[config.mk]
export PLATFORM = sky130hd
export DESIGN_NAME = ext_pipe
export DESIGN_NICKNAME = d
export VERILOG_FILES = /design/src/rtl/ext_pkg.sv /design/src/rtl/ext_core.sv /design/src/rtl/ext_pipe.sv
export SDC_FILE = /design/constraint.sdc
export NUM_CORES = 1
export LEC_CHECK = 0
export CORE_MARGIN = 8
export CORE_UTILIZATION = 40
export CTS_CLUSTER_SIZE = 20
export DETAILED_ROUTE_END_ITERATION = 12
export PLACE_DENSITY_LB_ADDON = 0.08
export SYNTH_ARGS = -nofsm -noshare
export SYNTH_HDL_FRONTEND = slang
export SYNTH_SLANG_ARGS = --single-unit
[constraint.sdc]
create_clock -name clk -period 1.48 [get_ports clk]
set_input_delay 0.148 -clock clk [delete_from_list [all_inputs] [get_ports clk]]
set_output_delay 0.148 -clock clk [all_outputs]
set_load 0.01 [all_outputs]
[src/rtl/ext_pkg.sv]
// Shared encodings for the immediate/load-data extender.
package ext_pkg;

  localparam logic [2:0] EXT_SIGN = 3'b000;
  localparam logic [2:0] EXT_ZERO = 3'b001;
  localparam logic [2:0] EXT_LUI  = 3'b010;
  localparam logic [2:0] EXT_BR   = 3'b011;
  localparam logic [2:0] EXT_LB   = 3'b100;
  localparam logic [2:0] EXT_LBU  = 3'b101;
  localparam logic [2:0] EXT_LH   = 3'b110;
  localparam logic [2:0] EXT_LHU  = 3'b111;

  localparam int EXT_DATA_W = 32;

  // Result record at the default datapath width; wider instances use a
  // module-local record with the same field order.
  typedef struct packed {
    logic [EXT_DATA_W-1:0] ext;
    logic                  err;
  } ext_res_t;

endpackage

[src/rtl/ext_core.sv]
// Combinational mode decode and immediate/byte/halfword extraction.
module ext_core
  import ext_pkg::*;
#(
  parameter int IMM_W  = 16,
  parameter int DATA_W = 32,
  parameter int SHIFT  = 2,
  parameter int OFF_W  = $clog2(DATA_W/8)
) (
  input  logic [2:0]        i_eop,
  input  logic [IMM_W-1:0]  i_imm,
  input  logic [DATA_W-1:0] i_word,
  input  logic [OFF_W-1:0]  i_off,
  output logic [DATA_W-1:0] o_ext,
  output logic              o_err
);

  logic [DATA_W-1:0] w_sx;
  logic [DATA_W-1:0] w_zx;
  logic [OFF_W-1:0]  w_hidx;
  logic [7:0]        w_byte;
  logic [15:0]       w_half;

  assign w_sx   = DATA_W'($signed(i_imm));
  assign w_zx   = DATA_W'(i_imm);
  // Halfword index drops off[0]; misalignment is reported, not corrected.
  assign w_hidx = i_off >> 1;
  assign w_byte = 8'(i_word >> {i_off, 3'b000});
  assign w_half = 16'(i_word >> {w_hidx, 4'b0000});

  always_comb begin
    o_ext = '0;
    case (i_eop)
      EXT_SIGN: o_ext = w_sx;
      EXT_ZERO: o_ext = w_zx;
      EXT_LUI:  o_ext = w_zx << (DATA_W - IMM_W);
      EXT_BR:   o_ext = w_sx << SHIFT;
      EXT_LB:   o_ext = DATA_W'($signed(w_byte));
      EXT_LBU:  o_ext = DATA_W'(w_byte);
      EXT_LH:   o_ext = DATA_W'($signed(w_half));
      EXT_LHU:  o_ext = DATA_W'(w_half);
      default:  o_ext = '0;
    endcase
  end

  assign o_err = i_eop[2] & i_eop[1] & i_off[0];

endmodule

[src/rtl/ext_pipe.sv]
// Registered extender: ext_core followed by a two-entry skid buffer (M drives outputs, S absorbs one stall).
module ext_pipe
  import ext_pkg::*;
#(
  parameter int IMM_W  = 16,
  parameter int DATA_W = EXT_DATA_W,
  parameter int SHIFT  = 2,
  parameter int OFF_W  = $clog2(DATA_W/8)
) (
  input  logic              clk,
  input  logic              rst_n,
  input  logic              in_valid,
  output logic              in_ready,
  input  logic [2:0]        eop,
  input  logic [IMM_W-1:0]  imm,
  input  logic [DATA_W-1:0] word,
  input  logic [OFF_W-1:0]  off,
  output logic              out_valid,
  input  logic              out_ready,
  output logic [DATA_W-1:0] ext,
  output logic              err,
  output logic [15:0]       err_cnt
);

  typedef struct packed {
    logic [DATA_W-1:0] ext;
    logic              err;
  } res_t;

  res_t        w_res;
  res_t        r_m;
  res_t        r_s;
  logic        r_m_vld;
  logic        r_s_vld;
  logic [15:0] r_err_cnt;
  logic        w_in_xfer;
  logic        w_out_xfer;

  ext_core #(
    .IMM_W (IMM_W),
    .DATA_W(DATA_W),
    .SHIFT (SHIFT),
    .OFF_W (OFF_W)
  ) u_core (
    .i_eop (eop),
    .i_imm (imm),
    .i_word(word),
    .i_off (off),
    .o_ext (w_res.ext),
    .o_err (w_res.err)
  );

  // in_ready comes straight from the S valid flop, so out_ready never reaches it.
  assign in_ready   = !r_s_vld;
  assign w_in_xfer  = in_valid & in_ready;
  assign w_out_xfer = r_m_vld & out_ready;

  always_ff @(posedge clk or negedge rst_n) begin
    if (!rst_n) begin
      r_m     <= '0;
      r_s     <= '0;
      r_m_vld <= 1'b0;
      r_s_vld <= 1'b0;
    end else begin
      if (w_out_xfer) begin
        if (r_s_vld) begin
          r_m     <= r_s;
          r_s_vld <= 1'b0;
        end else begin
          r_m_vld <= 1'b0;
        end
      end
      // S is always empty on an input transfer, so draining M alone frees it.
      if (w_in_xfer) begin
        if (!r_m_vld || w_out_xfer) begin
          r_m     <= w_res;
          r_m_vld <= 1'b1;
        end else begin
          r_s     <= w_res;
          r_s_vld <= 1'b1;
        end
      end
    end
  end

  always_ff @(posedge clk or negedge rst_n) begin
    if (!rst_n)
      r_err_cnt <= '0;
    else if (w_in_xfer && w_res.err && r_err_cnt != 16'hFFFF)
      r_err_cnt <= r_err_cnt + 16'd1;
  end

  assign out_valid = r_m_vld;
  assign ext       = r_m.ext;
  assign err       = r_m.err;
  assign err_cnt   = r_err_cnt;

endmodule
==> results.toml, run 1 <==
[yosys]
synth_area_leaders = "dfrtp_1 (47%), nand2_1 (7.6%), mux2i_1 (5.6%)"
netlist_instances = 473
ys_types = 51
syn_area_sq_um = 4490
synth.top_cell.area_share = 0.469
synth_top_cell_by_area = "dfrtp_1"
ys_warn_count = 0
avgSynthCellArea_sq_um = 9.48
synth_edf_count = 0
synth_commonest_cells = "nand2_1 (91), dfrtp_1 (84), o21ai_0 (43)"
seq_area_frac_synth = 0.469
async_flop_share = 1.00
ys.flop_type = "dfrtp_1"
synthMostInstantiatedCell = "nand2_1"
ys_ff_latch = 84
synth_nets = 531

[grt]
grt_pass1_vias = 4383
grt_max_degree = 85
antenna_found_initial = 1
grtUsageMet3 = 0.0551
grt.busiest_layer = "met2"
use_met1 = 0.247
grt-ovfl-total = 0
grt_usage = 0.195
use_met2 = 0.311
grt_pass1_wl_um = 22900

[worst_setup_path]
critical_path_class = "reg -> reg"
r2r_start = "r_s_vld"
required_ns = 1.74
critPathMaxFanout = 5
arrival_ns = 1.88
start_kind = "flop"
worst-r2r-cell-count = 8
reg2reg_to = "ext[7]"
ff2ff_setup_slack_ns = -0.15
end_kind = "flop"

[floorplanning]
core_area_sq_um = 10900
dieArea_sq_um = 14900
die_y_um = 122
rows = 38
fp.dieW_um = 122
io_pins = 108
start_util = 0.412

[cts]
worstSkewPairLatency_ns = 0.37
htreeDepth = 3
cts.clk_slew.worst_paths_ns = 0.09
clock_sinks = 84
cts_made_buffers = 9
cts_max_path_buffers = 2
cts_tree = "built"
cts-root-buf = "clkbuf_8"

[routing]
ant_nets = 0
drtIter0Drc = 374
dr.pass1.iters = 5
via_count = 4324
wl_um = 14300
via_per_inst = 5.35
drc = 0
routedWlPerCell_um = 17.6

[timing]
period_share = 1.10
period_minus_slack_ns = 1.63
fmax_ghz = 0.614
hold_viol_final = 0
max_slew_margin = 0.705
setup_viol = 49
tns_ns = -2.40
setup_ws_ns = -0.149
clock_skew_ns = 0.0156
rsz0062_at_grt = "yes"
worst_pin_slew_ns = 0.443
slew_violations = 0

[cells_and_area]
multi_input_area_sq_um = 2450
final_area_sq_um = 7000
nFillCells = 909
seq_area_sq_um = 2110
nNetsFinal = 720
drive_gt1_frac = 0.261
fin_util = 0.642
syn2layout_area_growth_pct = 56.0

[min_path]
hp-class = "in -> async"

[placement]
routabilityCongestion = 0.864
pre_cts_slack_ns = -0.858
postPlaceCellArea_sq_um = 6310
hpwl_um = 10100
port_buffers = 107

[power]
peakVddDrop_v = 0.000948
p_leak_nw = 3.24
p_per_area_nw_per_um2 = 1430

[run_status]
outcome = "finished with violations"
violations = "negative setup slack"

[run]
drv_cap = 0
## worst max-delay path: stages, from the launching register on
cell     delay (ns)
dfrtp_1        0.41
buf_6          0.14
and3_4         0.20
buf_12         0.13
buf_12         0.12
buf_12         0.12
mux2_4         0.29
nand2_2        0.07
o21ai_2        0.04
## flip-flops by register name, indices dropped and copies added (netlist names)
signal,count
ext,32
out_valid,1
err,1
r_s,33
err_cnt,16
r_s_vld,1
## logic make-up after synthesis
group | Yosys count | synth area share
flops | 84 | 0.469
buf+inv | 39 | 0.0385
xor+xnor | 12 | 0.0234
compound gates | 117 | 0.179
simple gates | 175 | 0.179
mux | 45 | 0.109
fa+ha+maj | 1 | 0.00279
## what timing repair did
action / in CTS / in global routing
setup buffers: 15 / 4
endpoints found under the setup margin: 90 / 76
hold buffers: 1 / 0
gates resized for setup: 74 / 40
hold endpoints to repair: 84 / 0
pin swaps: 6 / 5
cloned: 5 / 0
## cells in the final DEF, fill, tap and decap left out, types with 3 or more instances in the layout
cell	Yosys	layout
a211oi_4	0	5
dfrtp_2	0	3
a31oi_1	14	14
clkdlybuf4s50_1	0	69
buf_12	0	9
o211ai_1	3	3
nand2b_1	12	12
inv_1	7	7
a221o_1	6	6
nand3_1	15	13
o21ai_1	1	18
dlymetal6s2s_1	0	13
xnor2_1	12	12
buf_6	1	11
nor2_1	29	27
clkbuf_8	0	9
a21oi_1	8	8
mux2i_1	25	22
dfrtp_1	84	81
nand4_1	7	7
and2_1	4	4
a2bb2oi_1	3	3
buf_4	3	79
a32oi_1	15	14
and3_1	5	4
buf_16	0	3
mux2_4	0	9
o21ai_0	43	23
dlygate4sd2_1	0	24
mux2_2	19	10
nand2_1	91	89
inv_6	0	3
o22ai_1	4	4
## cell type report
| type | count | share of cell area |
|---|---|---|
| antenna | 1 | 0.000358 |
| clock buffer | 10 | 0.0182 |
| clock inverter | 6 | 0.00644 |
| inverter | 7 | 0.00376 |
| multi-input combinational | 350 | 0.351 |
| sequential | 84 | 0.301 |
| tap | 140 | 0.0250 |
| timing repair buffer | 210 | 0.294 |
## stage by stage
stage	hold slack, ns	cells	total power, mW
floorplan	-0.148	473	5.80
global placement	0.213	770	7.79
detailed placement	0.216	770	7.94
CTS	0.359	805	9.93
global route	0.360	808	10.7
finish	0.340	808	9.99
## metal layers
layer  vias to the layer above  share of wire
li1                       2090              -
met1                      2096           0.44
met2                       116           0.49
met3                        22          0.055
met4                         0          0.020
met5                         -              0
## where the power goes
group | internal [mW] | switching (mW)
Combinational | 2.60 | 2.08
Sequential | 3.24 | 0.542
Clock | 0.626 | 0.891
Total | 6.47 | 3.52
## worst max-delay path by stage
stage / to / startpoint / slack [ns]
final: ext[7] / r_s_vld / -0.15
after global routing: ext[7] / r_s_vld / -0.19
after CTS: ext[3] / r_s_vld / -0.12
after detailed placement: r_s[31] / off[1] / -0.86
after global placement: r_s[26] / off[0] / -0.75
after floorplan: err_cnt[10] / err_cnt[0] / -0.03
Power figures use the tool's default switching activity.
==> run 2: changes to the inputs <==
Settings changed: CELL_PAD_IN_SITES_DETAIL_PLACEMENT set to 0, CELL_PAD_IN_SITES_GLOBAL_PLACEMENT set to 1, CORE_ASPECT_RATIO set to 1.1, CORE_UTILIZATION 40 to 34.
==> run 2 against run 1 <==
  * Total power up 8.6%
  * Count of clock-buffer cells in the layout increased by 2
  * Clock power up 39%
  * Via count hardly changed
  * Flip-flop and latch count is the same
  * Critical endpoint is now ext[2]
  * Die area is 15% higher
  * Final cell count grew 1.7%
  * Global-route usage is 2.3 points lower
  * The run still ends with negative setup slack left
==> results.toml, run 2 (synthesized netlist as in run 1, its figures left out) <==
[power]
p_leak_nw = 3.18
peakVddDrop_v = 0.000808
p_per_area_nw_per_um2 = 1500

[floorplanning]
dieArea_sq_um = 17100
io_pins = 108
rows = 44
start_util = 0.344
fp.dieW_um = 126
core_area_sq_um = 13000
die_y_um = 136

[cts]
cts.clk_slew.worst_paths_ns = 0.07
cts-root-buf = "clkbuf_16"
cts_tree = "built"
clock_sinks = 84
htreeDepth = 3
cts_max_path_buffers = 2
worstSkewPairLatency_ns = 0.34
cts_made_buffers = 9

[cells_and_area]
antenna_cells = 0
drive_gt1_frac = 0.300
final_area_sq_um = 7210
final_common_cell = "clkdlybuf4s50_1"
fin_util = 0.553
largest_reg_flops = 33
top_register = "r_s"
syn2layout_area_growth_pct = 60.7
layout_common_cells = "clkdlybuf4s50_1 (82), nand2_1 (81), dfrtp_1 (80)"
nNetsFinal = 714

[routing]
drc = 0
via_count = 4327
routedWlPerCell_um = 18.3
drtIter0Drc = 200
wl_um = 15000
dr.pass1.iters = 5
via_per_inst = 5.26
ant_nets = 0

[grt]
grt_pass1_vias = 4363
grt-ovfl-total = 0
antenna_found_initial = 0
grt_usage = 0.171
grt_pass1_wl_um = 23200
grt_max_degree = 38

[timing]
clock_skew_ns = 0.00826
hold_viol_final = 0
hold_ws_ns = 0.261
period_share = 1.05
period_minus_slack_ns = 1.55
fmax_ghz = 0.644
slew_violations = 0
setup_viol = 38
setup_ws_ns = -0.0720
worst_pin_slew_ns = 0.374
rsz0062_at_grt = "yes"
max_slew_margin = 0.750

[worst_setup_path]
reg2reg_to = "ext[2]"
critPathMaxFanout = 5
ff2ff_setup_slack_ns = -0.07
worst-r2r-cell-count = 6
end_kind = "flop"
arrival_ns = 1.76
required_ns = 1.69
r2r_start = "r_s_vld"
start_kind = "flop"
critical_path_class = "reg -> reg"

[placement]
routabilityCongestion = 0.827
hpwl_um = 10600
port_buffers = 107
postPlaceCellArea_sq_um = 6300

[min_path]
hp-class = "in -> async"

[run_status]
violations = "negative setup slack"
outcome = "finished with violations"

[run]
drv_cap = 0
==> run 2: cell types whose count changed in the layout (fill, tap and decap cells not counted), sizes merged <==
cell           delta
inv               -2
dlymetal6s2s     -11
diode             -1
dlygate4sd2       -6
clkbuf            +8
clkdlybuf4s15     +4
clkdlybuf4s50    +13
buf              -12
==> run 2: timing repair <==
item,4_1_cts,5_1_grt
pin swaps,3,19
setup endpoints to repair,93,68
hold buffers,1,0
buffers inserted,7,8
gates resized for setup,46,87
gates cloned,2,5
hold endpoints to repair,21,0
==> run 2: layout make-up <==
class                      instances  area, sq um
fill                            1209         5840
clock inverter                     4         23.8
clock buffer                      12          246
timing repair buffer             204         2030
sequential                        84         2110
inverter                           7         26.3
tap                              161          201
multi-input combinational        350         2570
==> run 2: per-stage QoR <==
stage | worst slack [ns] | TNS, ns | power [mW] | instances
global route | -0.155 | -4.95 | 11.6 | 822
CTS | -0.0798 | -2.24 | 10.2 | 809
detailed placement | -0.858 | -47.74 | 7.94 | 783
global placement | -0.811 | -45.12 | 7.81 | 783
floorplan | -0.0335 | -0.145 | 5.80 | 473
finish | -0.0720 | -1.34 | 10.8 | 822
==> run 2: metal layers <==
layer | wire length [um] | track usage | share of wire | up-vias
li1 | - | - | - | 2076
met1 | 6830 | 0.216 | 0.45 | 2120
met2 | 7230 | 0.287 | 0.48 | 115
met3 | 736 | 0.0369 | 0.049 | 16
met4 | 221 | 0.0575 | 0.015 | 0
met5 | 0 | 0 | 0 | -
==> run 2: how the worst max path moves through the flow <==
stage,startpoint,to,cells past startpoint
final,r_s_vld,ext[2],6
after global routing,r_s_vld,ext[21],6
after CTS,r_s_vld,err,6
after detailed placement,off[0],r_s[24],6
after global placement,off[0],r_s[21],6
after floorplan,err_cnt[0],err_cnt[10],5
==> run 2: report_power, final <==
part           internal [mW]  total, mW  switching [mW]  leakage (nW)
clock network           1.18       2.11           0.927         0.137
logic                   2.75       4.87            2.13          2.00
registers               3.25       3.86           0.609          1.04
==> run 2: worst max-delay path, stage by stage, from the launching register on <==
cell,delay [ns]
dfrtp_2,0.41
buf_6,0.12
and3_4,0.28
clkbuf_16,0.19
mux2_4,0.30
nand2_2,0.06
o21ai_1,0.06
